`src/rtl/voice_path_if.sv`:
```
// Bundles the voice request/control inputs and the sample/status outputs.
// The master side (sequencer or bench) issues requests; the voice path is the slave.
interface voice_path_if #(
    parameter int SAMPLE_W = 8,
    parameter int DIV_W    = 19,
    parameter int VOL_W    = 4
);
    logic                sample_now;
    logic [DIV_W-1:0]    divisor;
    logic [2:0]          mode;
    logic [SAMPLE_W-1:0] duty;
    logic [VOL_W-1:0]    volume;
    logic [SAMPLE_W-1:0] sample;
    logic                done;
    logic                busy;
    logic                overrun;

    modport master (
        output sample_now, divisor, mode, duty, volume,
        input  sample, done, busy, overrun
    );

    modport slave (
        input  sample_now, divisor, mode, duty, volume,
        output sample, done, busy, overrun
    );
endinterface

```
`src/rtl/voice_path.sv`:
```
// Single-voice sound path: free-running phase counter, sequential restoring
// divider that normalises count/divisor to a SAMPLE_W-bit phase, waveshaper
// and volume scaler. One conversion per sample_now request.
module voice_path #(
    parameter int SAMPLE_W = 8,
    parameter int DIV_W    = 19,
    parameter int VOL_W    = 4
) (
    input  logic        clk,
    input  logic        rst,
    voice_path_if.slave vp
);

    localparam int CTR_W = (SAMPLE_W > 1) ? $clog2(SAMPLE_W) : 1;
    localparam logic [CTR_W-1:0]    LAST_BIT = CTR_W'(SAMPLE_W - 1);
    localparam logic [CTR_W-1:0]    CTR_ONE  = CTR_W'(1);
    localparam logic [DIV_W-1:0]    DIV_ONE  = DIV_W'(1);
    localparam logic [VOL_W:0]      VOL_ONE  = (VOL_W + 1)'(1);
    localparam logic [SAMPLE_W-1:0] MAX_VAL  = '1;

    localparam logic [2:0] MODE_SQUARE   = 3'd1;
    localparam logic [2:0] MODE_SAW      = 3'd2;
    localparam logic [2:0] MODE_TRIANGLE = 3'd3;
    localparam logic [2:0] MODE_PULSE    = 3'd4;
    localparam logic [2:0] MODE_REV_SAW  = 3'd5;

    typedef enum logic [1:0] {
        IDLE  = 2'd0,
        DIV   = 2'd1,
        SHAPE = 2'd2
    } state_t;

    state_t state_reg, state_next;

    logic [DIV_W-1:0]    cnt_reg;
    logic [DIV_W-1:0]    prev_div_reg;

    logic [DIV_W:0]      rem_reg;
    logic [SAMPLE_W-1:0] q_reg;
    logic [CTR_W-1:0]    bit_ctr_reg;
    logic [DIV_W-1:0]    div_lat_reg;
    logic [2:0]          mode_lat_reg;
    logic [SAMPLE_W-1:0] duty_lat_reg;
    logic [VOL_W-1:0]    vol_lat_reg;

    logic [SAMPLE_W-1:0] sample_reg;
    logic                done_reg;
    logic                overrun_reg;

    logic load, step, finish, drop;

    logic [DIV_W:0]      rem_shift;
    logic [DIV_W:0]      div_ext;
    logic                sub_ok;
    logic [DIV_W:0]      rem_diff;

    logic                div_zero;
    logic [SAMPLE_W-1:0] q_eff;
    logic                q_msb;
    logic [SAMPLE_W-1:0] tri_wave;
    logic [SAMPLE_W-1:0] shaped;
    logic [VOL_W:0]      vol_plus;
    logic [SAMPLE_W+VOL_W:0] product;
    logic [SAMPLE_W-1:0] scaled;

    // Phase counter: wraps at divisor-1, restarts whenever the divisor changes, idles at 0 when silent
    always_ff @(posedge clk) begin
        if (rst) begin
            cnt_reg      <= '0;
            prev_div_reg <= '0;
        end else begin
            prev_div_reg <= vp.divisor;
            if (vp.divisor == '0 || vp.divisor != prev_div_reg) begin
                cnt_reg <= '0;
            end else if (cnt_reg == vp.divisor - DIV_ONE) begin
                cnt_reg <= '0;
            end else begin
                cnt_reg <= cnt_reg + DIV_ONE;
            end
        end
    end

    // Conversion FSM state register
    always_ff @(posedge clk) begin
        if (rst) begin
            state_reg <= IDLE;
        end else begin
            state_reg <= state_next;
        end
    end

    // Next-state logic: one DIV step per quotient bit, then a single SHAPE cycle
    always_comb begin
        state_next = state_reg;
        case (state_reg)
            IDLE:    if (vp.sample_now) state_next = DIV;
            DIV:     if (bit_ctr_reg == LAST_BIT) state_next = SHAPE;
            SHAPE:   state_next = IDLE;
            default: state_next = IDLE;
        endcase
    end

    // FSM outputs: datapath strobes; a request seen while not idle is dropped
    always_comb begin
        load   = 1'b0;
        step   = 1'b0;
        finish = 1'b0;
        drop   = 1'b0;
        case (state_reg)
            IDLE:    load   = vp.sample_now;
            DIV:     begin step = 1'b1;   drop = vp.sample_now; end
            SHAPE:   begin finish = 1'b1; drop = vp.sample_now; end
            default: drop   = vp.sample_now;
        endcase
    end

    // Restoring divider step: shift remainder, subtract divisor when it fits
    always_comb begin
        rem_shift = rem_reg << 1;
        div_ext   = {1'b0, div_lat_reg};
        sub_ok    = (rem_shift >= div_ext);
        rem_diff  = rem_shift - div_ext;
    end

    // Divider datapath and request latch; inputs are frozen at the accepting edge
    always_ff @(posedge clk) begin
        if (rst) begin
            rem_reg      <= '0;
            q_reg        <= '0;
            bit_ctr_reg  <= '0;
            div_lat_reg  <= '0;
            mode_lat_reg <= '0;
            duty_lat_reg <= '0;
            vol_lat_reg  <= '0;
        end else if (load) begin
            rem_reg      <= {1'b0, cnt_reg};
            q_reg        <= '0;
            bit_ctr_reg  <= '0;
            div_lat_reg  <= vp.divisor;
            mode_lat_reg <= vp.mode;
            duty_lat_reg <= vp.duty;
            vol_lat_reg  <= vp.volume;
        end else if (step) begin
            rem_reg     <= sub_ok ? rem_diff : rem_shift;
            q_reg       <= {q_reg[SAMPLE_W-2:0], sub_ok};
            bit_ctr_reg <= bit_ctr_reg + CTR_ONE;
        end
    end

    assign div_zero = (div_lat_reg == '0);
    assign q_eff    = div_zero ? '0 : q_reg;
    assign q_msb    = q_eff[SAMPLE_W-1];

    // Triangle fold: phase doubled, mirrored in the upper half of the period
    generate
        for (genvar gi = 0; gi < SAMPLE_W; gi++) begin : g_tri
            if (gi == 0) begin : g_lsb
                assign tri_wave[gi] = q_msb;
            end else begin : g_upper
                assign tri_wave[gi] = q_eff[gi-1] ^ q_msb;
            end
        end
    endgenerate

    // Waveshaper: a silent divisor overrides every mode
    always_comb begin
        shaped = '0;
        if (!div_zero) begin
            case (mode_lat_reg)
                MODE_SQUARE:   shaped = q_msb ? '0 : MAX_VAL;
                MODE_SAW:      shaped = q_eff;
                MODE_TRIANGLE: shaped = tri_wave;
                MODE_PULSE:    shaped = (q_eff < duty_lat_reg) ? MAX_VAL : '0;
                MODE_REV_SAW:  shaped = ~q_eff;
                default:       shaped = '0;
            endcase
        end
    end

    // Volume scaling: full-width product, keep the bits above the volume fraction
    always_comb begin
        vol_plus = {1'b0, vol_lat_reg} + VOL_ONE;
        product  = {{(VOL_W + 1){1'b0}}, shaped} * {{SAMPLE_W{1'b0}}, vol_plus};
        scaled   = SAMPLE_W'(product >> VOL_W);
    end

    // Registered outputs: sample held between conversions, done/overrun are single-cycle pulses
    always_ff @(posedge clk) begin
        if (rst) begin
            sample_reg  <= '0;
            done_reg    <= 1'b0;
            overrun_reg <= 1'b0;
        end else begin
            done_reg    <= finish;
            overrun_reg <= drop;
            if (finish) begin
                sample_reg <= scaled;
            end
        end
    end

    assign vp.sample  = sample_reg;
    assign vp.done    = done_reg;
    assign vp.overrun = overrun_reg;
    assign vp.busy    = (state_reg != IDLE);

endmodule
```
`src/flat_wrapper.sv`:
```
// flat-port wrapper written by rule: the top's interface ports become plain ports
module voice_path_flat 
#(
    parameter int SAMPLE_W = 8,
    parameter int DIV_W    = 19,
    parameter int VOL_W    = 4
)
  (clk, rst, vp_sample_now, vp_divisor, vp_mode, vp_duty, vp_volume, vp_sample, vp_done, vp_busy, vp_overrun);
  voice_path_if #(.SAMPLE_W(SAMPLE_W), .DIV_W(DIV_W), .VOL_W(VOL_W)) vp_i ();
  input  logic clk;
  input  logic rst;
  input wire logic [$bits(vp_i.sample_now)-1:0] vp_sample_now;
  input wire logic [$bits(vp_i.divisor)-1:0] vp_divisor;
  input wire logic [$bits(vp_i.mode)-1:0] vp_mode;
  input wire logic [$bits(vp_i.duty)-1:0] vp_duty;
  input wire logic [$bits(vp_i.volume)-1:0] vp_volume;
  output wire logic [$bits(vp_i.sample)-1:0] vp_sample;
  output wire logic [$bits(vp_i.done)-1:0] vp_done;
  output wire logic [$bits(vp_i.busy)-1:0] vp_busy;
  output wire logic [$bits(vp_i.overrun)-1:0] vp_overrun;
  assign vp_i.sample_now = vp_sample_now;
  assign vp_i.divisor = vp_divisor;
  assign vp_i.mode = vp_mode;
  assign vp_i.duty = vp_duty;
  assign vp_i.volume = vp_volume;
  assign vp_sample = vp_i.sample;
  assign vp_done = vp_i.done;
  assign vp_busy = vp_i.busy;
  assign vp_overrun = vp_i.overrun;
  voice_path #(.SAMPLE_W(SAMPLE_W), .DIV_W(DIV_W), .VOL_W(VOL_W)) u_core (.clk(clk), .rst(rst), .vp(vp_i));
endmodule
```
`config.mk`:
```
export PLATFORM = sky130hd
export DESIGN_NAME = voice_path_flat
export DESIGN_NICKNAME = d
export VERILOG_FILES = /design/src/rtl/voice_path_if.sv /design/src/rtl/voice_path.sv /design/src/flat_wrapper.sv
export SDC_FILE = /design/constraint.sdc
export NUM_CORES = 1
export LEC_CHECK = 0
export ABC_AREA = 1
export BUFFER_PORTS_ARGS = -buffer_cell sky130_fd_sc_hd__buf_2
export CAP_MARGIN = 20
export CELL_PAD_IN_SITES_DETAIL_PLACEMENT = 1
export CELL_PAD_IN_SITES_GLOBAL_PLACEMENT = 1
export CORE_UTILIZATION = 40
export CTS_BUF_LIST = sky130_fd_sc_hd__clkbuf_16
export DETAILED_ROUTE_END_ITERATION = 7
export GPL_TIMING_DRIVEN = 0
export PLACE_DENSITY = 0.75
export SYNTH_ARGS = -nofsm -noshare
export SYNTH_HDL_FRONTEND = slang
export SYNTH_SLANG_ARGS = --single-unit
```
`constraint.sdc`:
```
create_clock -name clk -period 8.8 [get_ports clk]
set_clock_uncertainty 0.1 [all_clocks]
set_input_delay 0.44 -clock clk [delete_from_list [all_inputs] [get_ports clk]]
set_output_delay 0.44 -clock clk [all_outputs]
set_load 0.005 [all_outputs]
```
**Yosys cells after proc, flatten, opt, wreduce, memory -nomap -nowiden**

Index checks and enable logic that the tools add are counted.

- Multiplexer cells: 14
- Equality and inequality tests: 12
- Bitwise operators: 8
- $mul: 1
- Add/subtract/negate cells: 5
- Reduce and logical (&&, ||, !) cells: 10
- Order comparisons: 2

Operator list:

| kind | number |
|---|---|
| 19-bit 2-to-1 mux | 3 |
| 8-bit case mux with 5 select lines | 1 |
| 19-bit zero test | 2 |
| 8-bit 2-to-1 mux | 4 |
| 20-bit by 19-bit >= comparator with 1-bit output | 1 |
| 19-bit by 1-bit adder with 19-bit output, second input constant | 1 |
| 19-bit equality test | 1 |
| 19-bit inequality test | 1 |
| 19-bit by 1-bit subtractor with 19-bit output, second input constant | 1 |
| 19-bit subtractor | 1 |
| 8-bit by 5-bit multiplier with 12-bit output | 1 |
| 3-bit equality test, second input constant | 3 |
| 8-bit < comparator | 1 |
| 8-bit inverter | 1 |
| 1-bit bitwise XOR | 7 |
| 3-bit by 2-bit equality test with 1-bit output, second input constant | 2 |
| 4-bit by 1-bit adder with 5-bit output, second input constant | 1 |
| 2-bit 2-to-1 mux | 2 |
| 2-bit case mux with 2 select lines | 1 |
| 2-bit nonzero test | 2 |
| 2-bit OR reduction | 2 |
| 3-bit by 1-bit adder with 3-bit output, second input constant | 1 |
| 3-bit by 1-bit equality test with 1-bit output, second input constant | 1 |
| 1-bit 2-to-1 mux | 3 |
| 8 further kinds | 8 |

- Output and inout port bits: 11
- Input bits: 37
- Register bits: 114

**Depth between registers and ports, before layout**

- Word-level depth: 7
- Depth in mapped cells: 35

**Worst setup path before layout**

OpenSTA, ideal clock, no wires.

- Kind: reg-to-reg
- From: register u_core.div_lat_reg[0]
- To: register u_core.sample_reg[7], in the netlist u_core.vp.sample[7]
- Stages on the path, launching flop included: 30
- Setup slack: 3814 ps
- Buffers on the path: 1
- Setup time: 70 ps
- Data arrival time: 4816 ps
- Cell sequence: dfxtp_1 -> nor2_1 -> nand2_1 -> nor2_1 -> nand3_1 -> buf_2 -> nand2_1 -> inv_1 -> ha_1 -> nand2_1 -> o2111a_1 -> nand2_4 -> nand3_1 -> nand2_1 -> nor2_1 -> fa_1 -> fa_1 -> inv_1 -> fa_1 -> inv_1 -> ha_1 -> a21oi_1 -> o21ai_0 -> inv_1 -> nor4_1 -> nor3_1 -> nand2_1 -> nand3_1 -> nand2_1 -> a21oi_1

- Cells in the longest elaborated chain, start to end: 7
- Elaborated cells on any way between the ends: 16
- Classes of those cells: mul: 1; order compare: 1; mux: 5; bitwise: 8; reduce/logical: 1

Ends and longest elaborated chain:

| element | RTL line | RTL |
|---|---|---|
| start: declaration | voice_path.sv:41 | `logic [DIV_W-1:0] div_lat_reg;` |
| start signal: assignment | voice_path.sv:139 | `div_lat_reg <= vp.divisor;` |
| 19-bit zero test * | voice_path.sv:150 | `assign div_zero = (div_lat_reg == '0);` |
| 8-bit 2-to-1 mux | voice_path.sv:151 | `assign q_eff = div_zero ? '0 : q_reg;` |
| 8-bit < comparator | voice_path.sv:173 | `MODE_PULSE: shaped = (q_eff < duty_lat_reg) ? MAX_VAL : '0;` |
| 8-bit 2-to-1 mux | voice_path.sv:173 |  |
| 8-bit case mux with 5 select lines | voice_path.sv:169 | `case (mode_lat_reg)` |
| 8-bit 2-to-1 mux * | voice_path.sv:168 | `if (!div_zero) begin` |
| 8-bit by 5-bit multiplier with 12-bit output * | voice_path.sv:183 | `product = {{(VOL_W + 1){1'b0}}, shaped} * {{SAMPLE_W{1'b0}}, vol_plus};` |
| end signal: assignment | voice_path.sv:197 | `sample_reg <= scaled;` |
| end: declaration | voice_path.sv:46 | `logic [SAMPLE_W-1:0] sample_reg;` |

Every way passes the cells marked *; elsewhere a longest branch is shown, timed or not.
A chain may end at the register's enable or synchronous reset.

**Final worst setup path**

- From: register u_core.div_lat_reg[6]
- To: register u_core.sample_reg[7], in the netlist u_core.vp.sample[7]

Same word-level chain as after synthesis.

==> summary.md <==
| Metric | Value |
|---|---|
| Run status | finished, final reports clean |
| Largest net degree at the start of global routing | 17 |
| Design Area, Final | between 8000 and 9000 um^2 |
| CTS resizes | 0 |
| Overflow after GRT | 0 |
| Asr flop ratio synth | 0% |
| Sum Neg Setup Slack | 0 ns |
| Psw | 855 uW |
| Vias | 7600 |
| Gr busiest metal | met2 |
| Layout Nets | 1288 |
| # DRC | 0 |
| Headroom to the max-slew limit | 42.3% |
| Switch share | 41.1% |
| Antenna Violating Nets Remaining | 0 |
| Distinct cells, synth | between 40 and 50 |
| DR pass1 iterations | 5 |
| Synth Area in Adders | 12.3% |
| Critical path's largest stage delay | 0.57 ns |
| RSZ-0062 raised after global routing | false |
| Syn_nets | about 1200 |
| Post-synthesis cell area | 7830 um^2 |
| # hold bufs at CTS | 0 |
| I/O pins | 48 |
| HP Class | input port to flip-flop |
| CTS Root Cell | clkbuf_16 |
| Peak VDD IR | 145 uV |
| Placed cell area | 8370 um^2 |
| H-Tree Depth | 4 |
| Gr usage total | between 20% and 30% |
| Mux share of post-synthesis cell area | 0% |
| Routability Congestion | 0.860 |
| CP Data Required Time | 8.99 ns |
| # diodes | 0 |
| Most frequent cells in the layout | 205 x nand2_1, 162 x inv_1, 133 x nor2_1 |
| Commonest non-fill, non-tap cell in the layout | nand2_1 |
| Area Growth Syn to Fin | 14.1% |
| Iter 0 DRT Violations | 413 |
| Synth Flop Type | dfxtp_1 |
| Power Internal | approximately 1.2 mW |
| Share of cells above drive strength 1 | 9.94% |
| Synth Area in Compound Gates | 14.4% |
| Post-synth EDFFs | 0 |
| Final hold violation count | 0 |
| Critical Path AT | 6.03 ns |
| Fin crit period | 5.84 ns |
| First-pass GRT wire length | 40000 um |
| Final Slew Violations | 0 |
| Cell count after synthesis | about 1100 |
| Syn_area_per_cell | approximately 7.0 um^2 |
| CTS sink count | about 110 |
| Yosys Warn Count | 0 |
| Pre-CTS setup slack | roughly 3 ns |
| MaxCap Viol Count | 0 |
| Die X-Extent | 142 um |
| Die ar. | 20100 um^2 |
| Post-CTS setup buffer count | 0 |
| CP endpoint kind | flip-flop |
| Core area | 19000 um^2 |
| Core Util, Final | 47.1% |
| CTS Buf Count | 17 |
| Slowest-stage cell, CP | fa_1 |
| LEAKAGE | approximately 4.1 nW |
| Site row count | 50 |
| Synth Area in XOR/XNOR | between 8 and 9% |
| Max FO, Critical Path | 10 |
| Post-Synth Simple-Gate Area | 26.2% |
| Worst hold slack | 0.147 ns |
| Worst Tran Pin Value | 0.862 ns |
| CTS max path bufs | 2 |
| Total Wirelength | 24200 um |
| M3 GR Usage | 3.64% |
| GR Layer Usage met2 | 43.1% |
| Routed wire per std cell | about 17 um |
| Total power | ~2.1 mW |
| #FFs+latches synth | 114 |
| Power share of the sequential group | 29.0% |
| Grt met1 use | between 30% and 40% |
| Worst Setup Start Kind | flip-flop |
| Initial antenna violation count | 0 |
| Combinational fraction of design power | 39.0% |
| Clock slew at reported path FFs | roughly 0.060 ns |
| DP Cell Count | ~1400 |
| Clk_lat worst skew | 0.42 ns |
| Pwr per Cell Area | 233 nW/um^2 |
| CP most frequent cell | nand2_1 |
| Detailed Place HPWL | 18600 um |
| Clock Power Share | 31.9% |
| Critical path class | flip-flop to flip-flop |
| Sequential area share after synthesis | 29.2% |
| Drt via density | 5.22 |
| Vias in the first global route | 7801 |
| Port bufs | 43 |
| Main combinational cell family by area after synthesis | simple AND/OR/NAND/NOR gates |
| FMAX | 171 MHz |
| DIE HEIGHT | 142 um |
| Initial Util | 41.3% |
| Layout Cells excl Fill | 1457 |
| Worst Slack Setup Final | between 2 and 3 ns |
| Final setup violation count | 0 |
| CTS tree | built |
| Crit share post-route | about two thirds |
-- cell type report --
cell class	count	area [um^2]
buffer	36	151
clock buffer	17	425
clock inverter	15	136
fill	2483	10000
inverter	163	612
multi-input combinational	809	4780
sequential	114	2280
tap	260	325
timing repair buffer	43	215
-- cells in the mapped netlist (19+ instances only) --
cell type / number / share of area [%]
nand2_1: 205 / 9.8
inv_1: 162 / 7.8
nor2_1: 133 / 6.4
dfxtp_1: 114 / 29
a21oi_1: 94 / 6.0
o21ai_0: 71 / 4.5
xor2_1: 54 / 6.0
ha_1: 50 / 8.0
nand3_1: 38 / 2.4
clkbuf_1: 31 / 1.5
a31oi_1: 19 / 1.5
xnor2_1: 19 / 2.1
-- cells by family after synthesis --
family / count (synthesis)
xor gates and xnor gates: 73
DFF: 114
and+or+nand+nor: 461
adders and majority gates: 67
AOI/OAI and AO/OA: 208
buffers and inverters: 199
-- worst max-delay path: cells and delay by family, from the launching register on --
kind / cells / cell delay (ns)
AOI/OAI and AO/OA: 3 / 0.46
DFF: 1 / 0.31
buffers and inverters: 5 / 0.50
adders and majority gates: 5 / 2.24
and+or+nand+nor: 16 / 2.09
-- path summary, 6_finish.rpt --
check                                      start                                   to  depth (start not counted)  slack [ns]
max           u_core.div_lat_reg[6]$_SDFFE_PP0P_     u_core.vp.sample[7]$_SDFFE_PP0P_                         29        2.96
min                                   vp_mode[2]  u_core.mode_lat_reg[2]$_SDFFE_PP0P_                          3        0.15
max reg2reg   u_core.div_lat_reg[6]$_SDFFE_PP0P_     u_core.vp.sample[7]$_SDFFE_PP0P_                         29        2.96
min reg2reg  u_core.duty_lat_reg[7]$_SDFFE_PP0P_  u_core.duty_lat_reg[7]$_SDFFE_PP0P_                          2        0.37
-- per-layer routing --
metal	share of wire, %	vias to the layer above
li1	-	3753
met1	48	3685
met2	47	132
met3	3.1	30
met4	1.2	0
met5	0	-
-- power groups by stage --
stage               clock [mW]  sequential [mW]  combinational (mW)
floorplan                    0            0.601               0.578
global placement             0            0.610               0.775
detailed placement           0            0.612               0.794
CTS                      0.674            0.602               0.805
global route             0.696            0.609               0.906
finish                   0.663            0.603               0.811
No activity file was read; power rests on OpenSTA's default activity.
